[src/rtl/mem_arb_pkg.sv]
// Shared types for the two-requester code-memory arbiter.
package mem_arb_pkg;

    localparam int unsigned DATA_W = 8;

    typedef enum logic {
        IDLE,
        LOCKED
    } state_e;

    typedef enum logic [1:0] {
        OWN_NONE,
        OWN_CPU,
        OWN_DBG
    } owner_e;

endpackage

[src/rtl/mem_arb_rr.sv]
// Two-way round-robin picker: a lone requester wins, a tie goes to the one that did not win last.
module mem_arb_rr
    import mem_arb_pkg::*;
(
    input  logic       req_cpu,
    input  logic       req_dbg,
    input  owner_e     last_winner,
    output logic [1:0] grant
);

    // grant[0] = CPU, grant[1] = debug loader
    always_comb begin
        grant = 2'b00;
        if (req_cpu && req_dbg) begin
            grant = (last_winner == OWN_CPU) ? 2'b10 : 2'b01;
        end else if (req_cpu) begin
            grant = 2'b01;
        end else if (req_dbg) begin
            grant = 2'b10;
        end
    end

endmodule

[src/rtl/mem_arb.sv]
// Arbitrates CPU fetches and debug-loader accesses onto one single-port sync RAM.
// Define MEM_ARB_BOUNDS_EN to add out-of-range detection (addr_err) instead of address wrap.
module mem_arb
    import mem_arb_pkg::*;
#(
    parameter int unsigned ADDR_W    = 16,
    parameter int unsigned MEM_DEPTH = 1024,
    localparam int unsigned MA_W     = $clog2(MEM_DEPTH)
) (
    input  logic              clk,
    input  logic              rst_n,
    input  logic              cpu_req,
    input  logic [ADDR_W-1:0] cpu_addr,
    output logic              cpu_gnt,
    output logic              cpu_rvalid,
    output logic [DATA_W-1:0] cpu_rdata,
    input  logic              dbg_req,
    input  logic              dbg_we,
    input  logic [ADDR_W-1:0] dbg_addr,
    input  logic [DATA_W-1:0] dbg_wdata,
    input  logic              dbg_lock,
    output logic              dbg_gnt,
    output logic              dbg_rvalid,
    output logic [DATA_W-1:0] dbg_rdata,
    output logic              mem_en,
    output logic              mem_we,
    output logic [MA_W-1:0]   mem_addr,
    output logic [DATA_W-1:0] mem_wdata,
    input  logic [DATA_W-1:0] mem_rdata
`ifdef MEM_ARB_BOUNDS_EN
    ,
    output logic              addr_err
`endif
);

    state_e            state_q, state_d;
    owner_e            last_q, last_d;
    owner_e            rd_owner_q, rd_owner_d;
    logic [DATA_W-1:0] cpu_hold_q, dbg_hold_q;
    logic [DATA_W-1:0] rd_value;
    logic [1:0]        grant;
    logic              lock_hold;
    logic              gnt_any;
    logic              oob;
    logic [ADDR_W-1:0] sel_addr;

    // While locked and the loader still asserts lock, the CPU is masked out entirely.
    // Requests are also gated by rst_n so grants drop the instant reset asserts.
    assign lock_hold = (state_q == LOCKED) && dbg_lock;

    mem_arb_rr u_rr (
        .req_cpu     (cpu_req && !lock_hold && rst_n),
        .req_dbg     (dbg_req && rst_n),
        .last_winner (last_q),
        .grant       (grant)
    );

    assign cpu_gnt  = grant[0];
    assign dbg_gnt  = grant[1];
    assign gnt_any  = grant[0] | grant[1];
    assign sel_addr = grant[1] ? dbg_addr : cpu_addr;

`ifdef MEM_ARB_BOUNDS_EN
    logic rd_oob_q;

    assign oob      = (sel_addr >> MA_W) != '0;
    assign addr_err = gnt_any && oob;
    assign rd_value = rd_oob_q ? '0 : mem_rdata;

    always_ff @(posedge clk or negedge rst_n) begin
        if (!rst_n) begin
            rd_oob_q <= 1'b0;
        end else begin
            rd_oob_q <= gnt_any && oob;
        end
    end
`else
    logic unused_addr;

    // Upper address bits are discarded: accesses wrap modulo MEM_DEPTH.
    assign oob         = 1'b0;
    assign rd_value    = mem_rdata;
    assign unused_addr = ^sel_addr[ADDR_W-1:MA_W];
`endif

    assign mem_en    = gnt_any && !oob;
    assign mem_we    = mem_en && grant[1] && dbg_we;
    assign mem_addr  = sel_addr[MA_W-1:0];
    assign mem_wdata = dbg_wdata;

    assign cpu_rvalid = (rd_owner_q == OWN_CPU);
    assign dbg_rvalid = (rd_owner_q == OWN_DBG);
    assign cpu_rdata  = cpu_rvalid ? rd_value : cpu_hold_q;
    assign dbg_rdata  = dbg_rvalid ? rd_value : dbg_hold_q;

    always_comb begin
        state_d    = state_q;
        last_d     = last_q;
        rd_owner_d = OWN_NONE;
        if (grant[0]) begin
            last_d     = OWN_CPU;
            rd_owner_d = OWN_CPU;
        end
        if (grant[1]) begin
            last_d = OWN_DBG;
            if (!dbg_we) begin
                rd_owner_d = OWN_DBG;
            end
        end
        unique case (state_q)
            IDLE: begin
                if (grant[1] && dbg_lock) begin
                    state_d = LOCKED;
                end
            end
            LOCKED: begin
                if (!dbg_lock) begin
                    state_d = IDLE;
                end
            end
            default: state_d = IDLE;
        endcase
    end

    always_ff @(posedge clk or negedge rst_n) begin
        if (!rst_n) begin
            state_q    <= IDLE;
            last_q     <= OWN_DBG;
            rd_owner_q <= OWN_NONE;
            cpu_hold_q <= '0;
            dbg_hold_q <= '0;
        end else begin
            state_q    <= state_d;
            last_q     <= last_d;
            rd_owner_q <= rd_owner_d;
            if (cpu_rvalid) begin
                cpu_hold_q <= rd_value;
            end
            if (dbg_rvalid) begin
                dbg_hold_q <= rd_value;
            end
        end
    end

endmodule

[config.mk]
export PLATFORM = sky130hd
export DESIGN_NAME = mem_arb
export DESIGN_NICKNAME = d
export VERILOG_FILES = /design/src/rtl/mem_arb_pkg.sv /design/src/rtl/mem_arb_rr.sv /design/src/rtl/mem_arb.sv
export SDC_FILE = /design/constraint.sdc
export NUM_CORES = 1
export LEC_CHECK = 0
export CORE_AREA = 5 5 63 65
export CTS_CLUSTER_SIZE = 20
export DETAILED_ROUTE_END_ITERATION = 12
export DIE_AREA = 0 0 68 70
export PLACE_DENSITY = 0.85
export REMOVE_ABC_BUFFERS = 1
export SYNTH_ARGS = -nofsm -noshare
export SYNTH_HDL_FRONTEND = slang
export SYNTH_SLANG_ARGS = --single-unit
[constraint.sdc]
create_clock -name clk -period 3.7 [get_ports clk]
set_input_delay 0.925 -clock clk [delete_from_list [all_inputs] [get_ports clk]]
set_output_delay 0.925 -clock clk [all_outputs]
set_load 0.01 [all_outputs]
==> results.json <==
{
  "area_growth_pct": 64.02,
  "ir_drop_mv": 0.1423,
  "p_comb_share_pct": 43.6,
  "p_int_mw": 0.5221,
  "core_sq_um": 3284,
  "ant_nets": 0,
  "cts.sinks": 21,
  "grtUsageTotal_pct": 13.27,
  "crit_buf_inv": 3,
  "cp_cell_sequence": "clkdlybuf4s50_1 -> a21boi_4 -> a21oi_4 -> buf_12 -> mux2_2 -> clkdlybuf4s50_1",
  "grt_pass1_wl_mm": 4.836,
  "power_density_nw_per_um2": 403.3,
  "synthCells": 77,
  "drt_iter0_markers": 13,
  "drt-pass1-iter-count": 4,
  "htree_num_levels": 1,
  "hold_buffers": 0,
  "synth_cell_type_count": 21,
  "start_util_pct": 33.14,
  "yosysWarningCount": 0,
  "drv_cap": 0,
  "die_w_um": 68,
  "crit_fanout": 12,
  "switching_share_pct": 27.50,
  "syn_area_per_cell_sq_um": 14.14,
  "cpMaxStageDelayCell": "clkdlybuf4s50_1",
  "n_fill_cell": 289,
  "min_period_over_period_pct": 97.63,
  "tightestPinTransition_ns": 0.4776,
  "routed_wl_mm": 2.977,
  "timing.critical_path.from": "dbg_lock",
  "hold_depth": 1,
  "synth_top_area_share_pct": 45.98,
  "worstReg2RegEnd": "dbg_hold_q[0]",
  "start_kind": "input port",
  "ys_ff_latch": 21,
  "drc": 0,
  "drive_gt1_share_pct": 29.29,
  "cp_slowest_stage_delay_ns": 0.54,
  "place_congestion": 0.7063,
  "antenna_found_initial": 0,
  "max_freq_ghz": 0.2768,
  "design.die.area_sq_um": 4760,
  "clkPwrFrac_pct": 15.0,
  "cts_buffers": 3,
  "grt_max_degree": 28,
  "fin_nets": 195,
  "seq_power_share_pct": 41.5,
  "min_from": "cpu_hold_q[7]",
  "leakage_nw": 0.7596,
  "skew_ns": 0.004634,
  "fin_tns_setup_ns": 0,
  "maxSlewHeadroom_pct": 68.16,
  "worstPathArrival_ns": 2.69,
  "outcome": "complete, no violations",
  "worst_path_most_repeated_cell": "clkdlybuf4s50_1",
  "ios": 94,
  "reg2regPathDepth": 3,
  "grt_pass1_vias": 1033,
  "ys_top_cells_by_area": "dfrtp_1 (46%), mux2_2 (19%), mux2_4 (11%)",
  "fp.dieH_um": 70,
  "num_rows": 21,
  "synth_largest_area_cell": "dfrtp_1",
  "worst_skew_pair.late_latency_ns": 0.29,
  "r2r_slack_ns": 2.32,
  "critical_path_class": "input port to primary output",
  "hp-class": "flip-flop to flip-flop",
  "cts_root_buf": "clkbuf_4",
  "hold_slack_ns": 0.5057,
  "cp_top_family": "buffers and inverters",
  "end_kind": "primary output",
  "io_buffers": 65,
  "holdPathEnd": "cpu_hold_q[7]",
  "grt_setup_unrepaired": "no",
  "finalMaxSlewViolations": 0,
  "critPathRequiredTime_ns": 2.77,
  "routed_via_density": 4.667,
  "power_switching_mw": 0.1980,
  "clock_path_buffers": 2,
  "cts_tree": "yes",
  "setup_viol_count_final": 0,
  "vias": 868,
  "hold_viol": 0,
  "finalCriticalPeriod_ns": 3.612,
  "clk_pin_slew_ns": 0.11,
  "diodes": 0,
  "grt_overflow_total": 0,
  "wl_per_cell_um": 16.01,
  "synthesis.area_sq_um": 1089,
  "r2r_start": "rd_owner_q[0]",
  "ys_seq_area_share_pct": 48.39
}
-- layer usage --
layer / wire [um] / part of all wire [%] / GRT usage, %
met1: 971 / 33 / 13.12
met2: 1503 / 50 / 22.16
met3: 456 / 15 / 8.173
met4: 45 / 1.5 / 4.636
met5: 0 / 0 / 0
-- cells in the final DEF, fill, tap and decap left out --
cell,Yosys,layout
clkbuf_1,0,1
nor3_1,1,1
mux2_2,18,18
o21a_1,2,2
and2_2,1,1
buf_4,8,4
buf_12,1,1
dfstp_2,1,1
nor2b_1,1,1
a21oi_4,1,1
nand2_2,1,1
a21oi_1,3,3
clkbuf_4,0,3
clkdlybuf4s50_1,0,64
inv_1,2,2
o211a_1,2,2
mux2_4,8,8
dlymetal6s2s_1,0,1
and2_1,1,1
a21boi_4,1,1
nand2b_2,1,1
a22o_2,1,1
dfrtp_1,20,20
nand2b_1,1,1
-- worst max-delay path by stage --
stage | to | slack (ns) | depth (start not counted)
final | mem_addr[9] | 0.09 | 6
after global routing | mem_addr[9] | 0.005 | 6
after CTS | mem_addr[0] | 0.05 | 6
after detailed placement | mem_addr[0] | 0.06 | 6
after global placement | mem_addr[0] | 0.08 | 6
after floorplan | mem_addr[0] | 0.91 | 3
-- area by class of cell --
| class | count | area, sq um | area share, % |
|---|---|---|---|
| multi-input cells | 43 | 464.2 | 26.00 |
| inverters | 2 | 7.507 | 0.4205 |
| well taps | 46 | 57.56 | 3.224 |
| repair buffers | 70 | 703.2 | 39.38 |
| clock buffers | 4 | 26.28 | 1.472 |
| flip-flops and latches | 21 | 526.8 | 29.50 |
-- synth_stat cells --
| cell | number |
|---|---|
| a21boi_4 | 1 |
| nand2b_2 | 1 |
| dfstp_2 | 1 |
| a21oi_4 | 1 |
| nor3_1 | 1 |
| mux2_4 | 8 |
| nand2_2 | 1 |
| nor2b_1 | 1 |
| buf_4 | 8 |
| and2_1 | 1 |
| nand2b_1 | 1 |
| o21a_1 | 2 |
| a21oi_1 | 3 |
| o211a_1 | 2 |
| inv_1 | 2 |
| mux2_2 | 18 |
| and2_2 | 1 |
| dfrtp_1 | 20 |
| buf_2 | 2 |
| a22o_2 | 1 |
| buf_12 | 1 |
-- power by group through the flow --
stage          sequential (mW)  combinational (mW)  clock (mW)
5_1_grt                  0.303               0.338       0.130
2_1_floorplan            0.298               0.133           0
3_3_place_gp             0.300               0.307           0
4_1_cts                  0.300               0.320       0.115
6_report                 0.299               0.314       0.108
3_5_place_dp             0.305               0.319           0
-- kinds of logic (layout without fill, tap and decap cells) --
kind of cell	after synthesis	in the layout	synth area share [%]
compound gates	10	10	8.736
buf+inv	13	76	8.966
flops	21	21	48.39
mux	26	26	29.66
simple gates	7	7	4.254
-- flip-flops by register name, indices dropped and copies added (netlist names) --
signal	flops
cpu_hold_q	8
state_q	1
rd_owner_q	2
dbg_hold_q	8
last_q	2
-- timing repair --
item	in CTS	in global routing
gates resized for setup	0	1
endpoints found under the hold margin	0	0
buffers inserted	0	1
endpoints found under the setup margin	0	6
-- stage by stage --
stage	power (mW)	cells	instance area, sq um	setup WS (ns)	utilization, %
global route	0.7718	186	1785	0.005333	54.36
CTS	0.7351	185	1775	0.04739	54.06
floorplan	0.4303	66	998.5	0.9097	-
detailed placement	0.6241	181	1749	0.05762	53.26
global placement	0.6072	181	1749	0.08342	53.26
finish	0.7201	186	1785	0.08753	54.36
(Power assumes the default switching activity.)
